<file path="config.mk">
export PLATFORM = sky130hd
export DESIGN_NAME = instr_fetch
export DESIGN_NICKNAME = d
export VERILOG_FILES = /design/src/rtl/instr_fetch.sv
export SDC_FILE = /design/constraint.sdc
export NUM_CORES = 1
export LEC_CHECK = 0
export ABC_AREA = 1
export ABC_CLOCK_PERIOD_IN_PS = 3100
export CORE_ASPECT_RATIO = 0.6
export CORE_MARGIN = 5
export CORE_UTILIZATION = 40
export CTS_BUF_LIST = sky130_fd_sc_hd__clkbuf_2
export CTS_CLUSTER_SIZE = 14
export DETAILED_ROUTE_END_ITERATION = 8
export GPL_TIMING_DRIVEN = 1
export PLACE_DENSITY = 0.66
export SYNTH_ARGS = -nofsm -noshare
export SYNTH_HDL_FRONTEND = slang
export SYNTH_SLANG_ARGS = --single-unit
</file>
<file path="constraint.sdc">
create_clock -name clk -period 3.1 [get_ports clk]
set_input_delay 0.62 -clock clk [delete_from_list [all_inputs] [get_ports clk]]
set_output_delay 0.62 -clock clk [all_outputs]
set_load 0.05 [all_outputs]
</file>
<file path="src/rtl/instr_fetch.sv">
// Instruction fetch unit: owns the PC, fetches over a req/ack handshake and holds the word in IR.
// Optional opcode filter enabled by defining IFETCH_OPFILTER_EN.
module instr_fetch #(
  parameter logic [31:0] RESET_PC = 32'h0000_0000
) (
  input  logic        clk,
  input  logic        rst_n,
  output logic        imem_req,
  output logic [31:0] imem_addr,
  input  logic        imem_ack,
  input  logic [31:0] imem_rdata,
  output logic [31:0] IR,
  output logic [5:0]  OP,
  output logic        ir_valid,
  output logic [31:0] pc_out,
  input  logic        ex_done,
  input  logic        Branch,
  input  logic        JMP,
  input  logic        Zero,
  output logic        illegal_op,
  output logic [1:0]  dbg_state_o
);

  // Handshake: a fetch completes on a rising edge where imem_req and imem_ack are both high;
  // imem_req stays high and imem_addr stays stable until that edge.

  typedef enum logic [1:0] {
    S_IDLE  = 2'd0,
    S_FETCH = 2'd1,
    S_HOLD  = 2'd2
  } state_e;

  localparam logic [31:0] PC_RST = RESET_PC & ~32'h3;

  state_e      state_q, state_d;
  logic [31:0] pc_q, pc_d;
  logic [31:0] ir_q, ir_d;
  logic        illegal_q, illegal_d;

  logic [31:0] pc4;
  logic [31:0] br_off;
  logic [31:0] jmp_tgt;
  logic [31:0] next_pc;
  logic [31:0] ir_load;
  logic        op_bad;

  assign pc4     = pc_q + 32'd4;
  assign br_off  = {{14{ir_q[15]}}, ir_q[15:0], 2'b00};
  assign jmp_tgt = {pc4[31:28], ir_q[25:0], 2'b00};

  always_comb begin
    next_pc = pc4;
    if (JMP) begin
      next_pc = jmp_tgt;
    end else if (Branch && Zero) begin
      next_pc = pc4 + br_off;
    end
  end

`ifdef IFETCH_OPFILTER_EN
  // Unsupported opcodes are replaced by an all-zero R-type word, which executes as a NOP.
  always_comb begin
    op_bad = 1'b1;
    case (imem_rdata[31:26])
      6'b000000, 6'b100011, 6'b101011, 6'b000100, 6'b000010: op_bad = 1'b0;
      default: op_bad = 1'b1;
    endcase
  end
  assign ir_load    = op_bad ? 32'h0 : imem_rdata;
  assign illegal_op = illegal_q;
`else
  assign op_bad     = 1'b0;
  assign ir_load    = imem_rdata;
  assign illegal_op = 1'b0;
`endif

  always_comb begin
    state_d   = state_q;
    pc_d      = pc_q;
    ir_d      = ir_q;
    illegal_d = 1'b0;
    case (state_q)
      S_IDLE: state_d = S_FETCH;
      S_FETCH: begin
        if (imem_ack) begin
          state_d   = S_HOLD;
          ir_d      = ir_load;
          illegal_d = op_bad;
        end
      end
      S_HOLD: begin
        if (ex_done) begin
          state_d = S_FETCH;
          pc_d    = next_pc;
        end
      end
      default: state_d = S_IDLE;
    endcase
  end

  always_ff @(posedge clk or negedge rst_n) begin
    if (!rst_n) begin
      state_q   <= S_IDLE;
      pc_q      <= PC_RST;
      ir_q      <= 32'h0;
      illegal_q <= 1'b0;
    end else begin
      state_q   <= state_d;
      pc_q      <= pc_d;
      ir_q      <= ir_d;
      illegal_q <= illegal_d;
    end
  end

  assign imem_req    = (state_q == S_FETCH);
  assign imem_addr   = pc_q;
  assign IR          = ir_q;
  assign OP          = ir_q[31:26];
  assign ir_valid    = (state_q == S_HOLD);
  assign pc_out      = pc_q;
  assign dbg_state_o = state_q;

endmodule

</file>
==> flow_summary.yaml <==
global_route:
  grt_pass1_wl_um: 34000
  antenna_found_initial: 0
  grt_pass1_vias: 6325
  grt_remaining_overflow: 0
  track_usage_pct: 22.6
  grt_max_degree: 47
clocking:
  cts_sinks: 64
  clk_latency_ns: 0.60
  cts_buffers: 9
  cts_buffer_depth: 2
  cts-root-buf: "clkbuf_2"
  cts_max_level: 3
  cts_tree: "yes"
  clk_pin_slew_ns: 0.27
synthesis:
  synth_area_per_cell_um2: 6.38
  synth_warnings: 0
  netlist.area_leader.share_pct: 24.7
  yosysUniqueCellTypes: 52
  synth_most_common_cell: "nand2_1"
  synth_adder_area_share_pct: 7.45
  ys_top_cells_by_area: "dfrtp_1 (25%), nand2_1 (19%), inv_1 (8.7%), ha_1 (7.1%), nand3_1 (5.5%)"
  synthesis.area_mm2: 0.00648
  synth_top_area_cell: "dfrtp_1"
  synth_mux_area_share_pct: 4.34
  synthSimpleGateAreaFrac_pct: 37.0
  synth_compound_area_share_pct: 8.57
  synth_cells: 1015
  synth_edf_count: 0
  synth_flop_cell: "dfrtp_1"
  synthTopCellsByCount: "nand2_1 (331), inv_1 (150), nor2_1 (94)"
  synth_top_family_by_area: "simple AND/OR/NAND/NOR gates"
  ys_seq_area_share_pct: 24.7
  synth_async_sr_flop_share_pct: 100
  ys_ff_latch: 64
  synth_xor_area_share_pct: 3.07
cells_and_area:
  area_growth_syn_to_layout_pct: 35.8
  drive_gt1_share_pct: 18.6
  antenna_cells: 0
  fin_nets: 1257
critical_path:
  path_class: "reg -> reg"
  max_stage_delay_ns: 0.47
  cp.arrival_ns: 3.44
  crit_path_top_delay_cell: "dfrtp_2"
  crit_buf_inv: 3
  cpMostUsedCell: "nand2_1"
  cp-end-kind: "register"
  critPathLaunchType: "register"
  crit_path_start: "imem_addr[11]"
  path_cells: "nand2_1 -> nor2_2 -> buf_4 -> nand3_2 -> nor2_8 -> nand3_4 -> xor2_4 -> ha_4 -> nand2_1 -> inv_2 -> nand3_2 -> inv_1 -> nand2_1 -> nor2_1 -> nand2_1 -> nand3_1 -> nand2_1 -> nand3_1 -> nand2_2 -> nand2_1 -> nand2_1"
  crit_fanout: 5
  r2r-start: "imem_addr[11]"
  critPathTopFamily: "simple AND/OR/NAND/NOR gates"
  critical_path_required_ns: 3.59
routing:
  via_count: 6904
  dr.pass1.iters: 5
  drt_wl_total_um: 22000
  ant_nets: 0
  drtIter0Drc: 705
  routedWlPerCell_um: 15.8
  drc_errors: 0
  via_per_inst: 4.95
timing:
  worst_slew_pin_slew_ns: 0.725
  finalSetupViolCount: 0
  slew_violations: 0
  skew_ns: 0.0646
  rsz0062_at_grt: "yes"
  slew_headroom_pct: 51.5
  setup_tns_ns: 0
  period_minus_slack_ns: 2.96
  hold_violations: 0
  max_clock_freq_mhz: 338
  post-route-period-util_pct: 95.4
run:
  max-cap-violations: 0
die:
  ios: 146
  initial_core_util_pct: 40.3
  die_w_um: 174
  num_rows: 36
  die_h_um: 109
  core_mm2: 0.0161
  dieArea_mm2: 0.0189
outcome:
  status: "complete, no violations"
placement:
  port_buffers: 140
  gp_congestion: 1.04
  place_hpwl_um: 17400
min_path:
  hp-class: "in -> async"
layout by cell type (no fill, tap or decap), types with 10 or more instances in the layout:
cell type	instances
nor2_1	76
nor2_2	19
a21oi_1	38
nand2_1	321
nand3_1	66
nand4_1	10
dfrtp_1	53
inv_1	148
ha_1	30
o21ai_0	22
buf_4	70
nand2_2	18
clkdlybuf4s50_1	139
dfrtp_2	11
mux2_2	25
per-stage QoR:
step | utilization (%) | instance area (um^2) | setup WS (ns) | cells | hold WS [ns]
detailed placement | 51.0 | 8190 | 0.0243 | 1364 | 0.501
CTS | 52.1 | 8380 | 0.00544 | 1381 | 0.528
floorplan | - | 6490 | 0.104 | 1019 | 0.324
finish | 54.7 | 8800 | 0.142 | 1394 | 0.518
global route | 54.7 | 8800 | -0.0841 | 1394 | 0.565
global placement | 51.0 | 8190 | -0.0667 | 1364 | 0.500
routing by layer:
metal | up-vias | part of all wire [%] | GRT usage (%)
li1 | 3472 | - | -
met1 | 3151 | 49 | 34.2
met2 | 260 | 41 | 32.9
met3 | 21 | 8.9 | 5.59
met4 | 0 | 1.0 | 3.50
met5 | - | 0 | 0
registers in the layout, summed over array words and instances, names as in the netlist:
signal,count
imem_addr,30
IR,32
dbg_state_o,2
cell families (layout without fill, tap and decap cells):
| kind of cell | after synthesis | in the layout |
|---|---|---|
| flip-flops | 64 | 64 |
| other | 1 | 5 |
| buffers and inverters | 212 | 378 |
| multiplexers | 25 | 25 |
| AO/OA/AOI/OAI | 98 | 98 |
| AND/OR/NAND/NOR | 556 | 556 |
| XOR/XNOR | 21 | 21 |
| adder cells (fa/ha/maj) | 38 | 38 |
area by class of cell:
| class | count | area (um^2) |
|---|---|---|
| fill | 1592 | 7280 |
| multi-input combinational | 743 | 4250 |
| timing repair buffer | 211 | 1930 |
| sequential | 64 | 1620 |
| inverter | 151 | 567 |
| tap | 209 | 262 |
| clock inverter | 7 | 125 |
| clock buffer | 9 | 45.0 |
worst paths after layout:
kind                       slack (ns)             end  cells past startpoint
setup / recovery                 0.14   imem_addr[26]                     21
hold / removal                   0.52   imem_addr[15]                      2
setup reg to reg                 0.14   imem_addr[26]                     21
hold reg to reg                  0.52  dbg_state_o[0]                      1
max in group asynchronous        1.67    imem_addr[5]                      3
min in group clk                 0.52  dbg_state_o[0]                      1
timing repair:
action	in CTS	in global routing
setup endpoints to repair	5	23
gates resized for setup	1	82
pin swaps	0	9
hold buffers	1	0
setup buffers	0	13
hold endpoints to repair	1	0
Power is left out: the tool's default activity adds up to more than one toggle a clock period on the data nets, which glitch-free logic cannot reach.
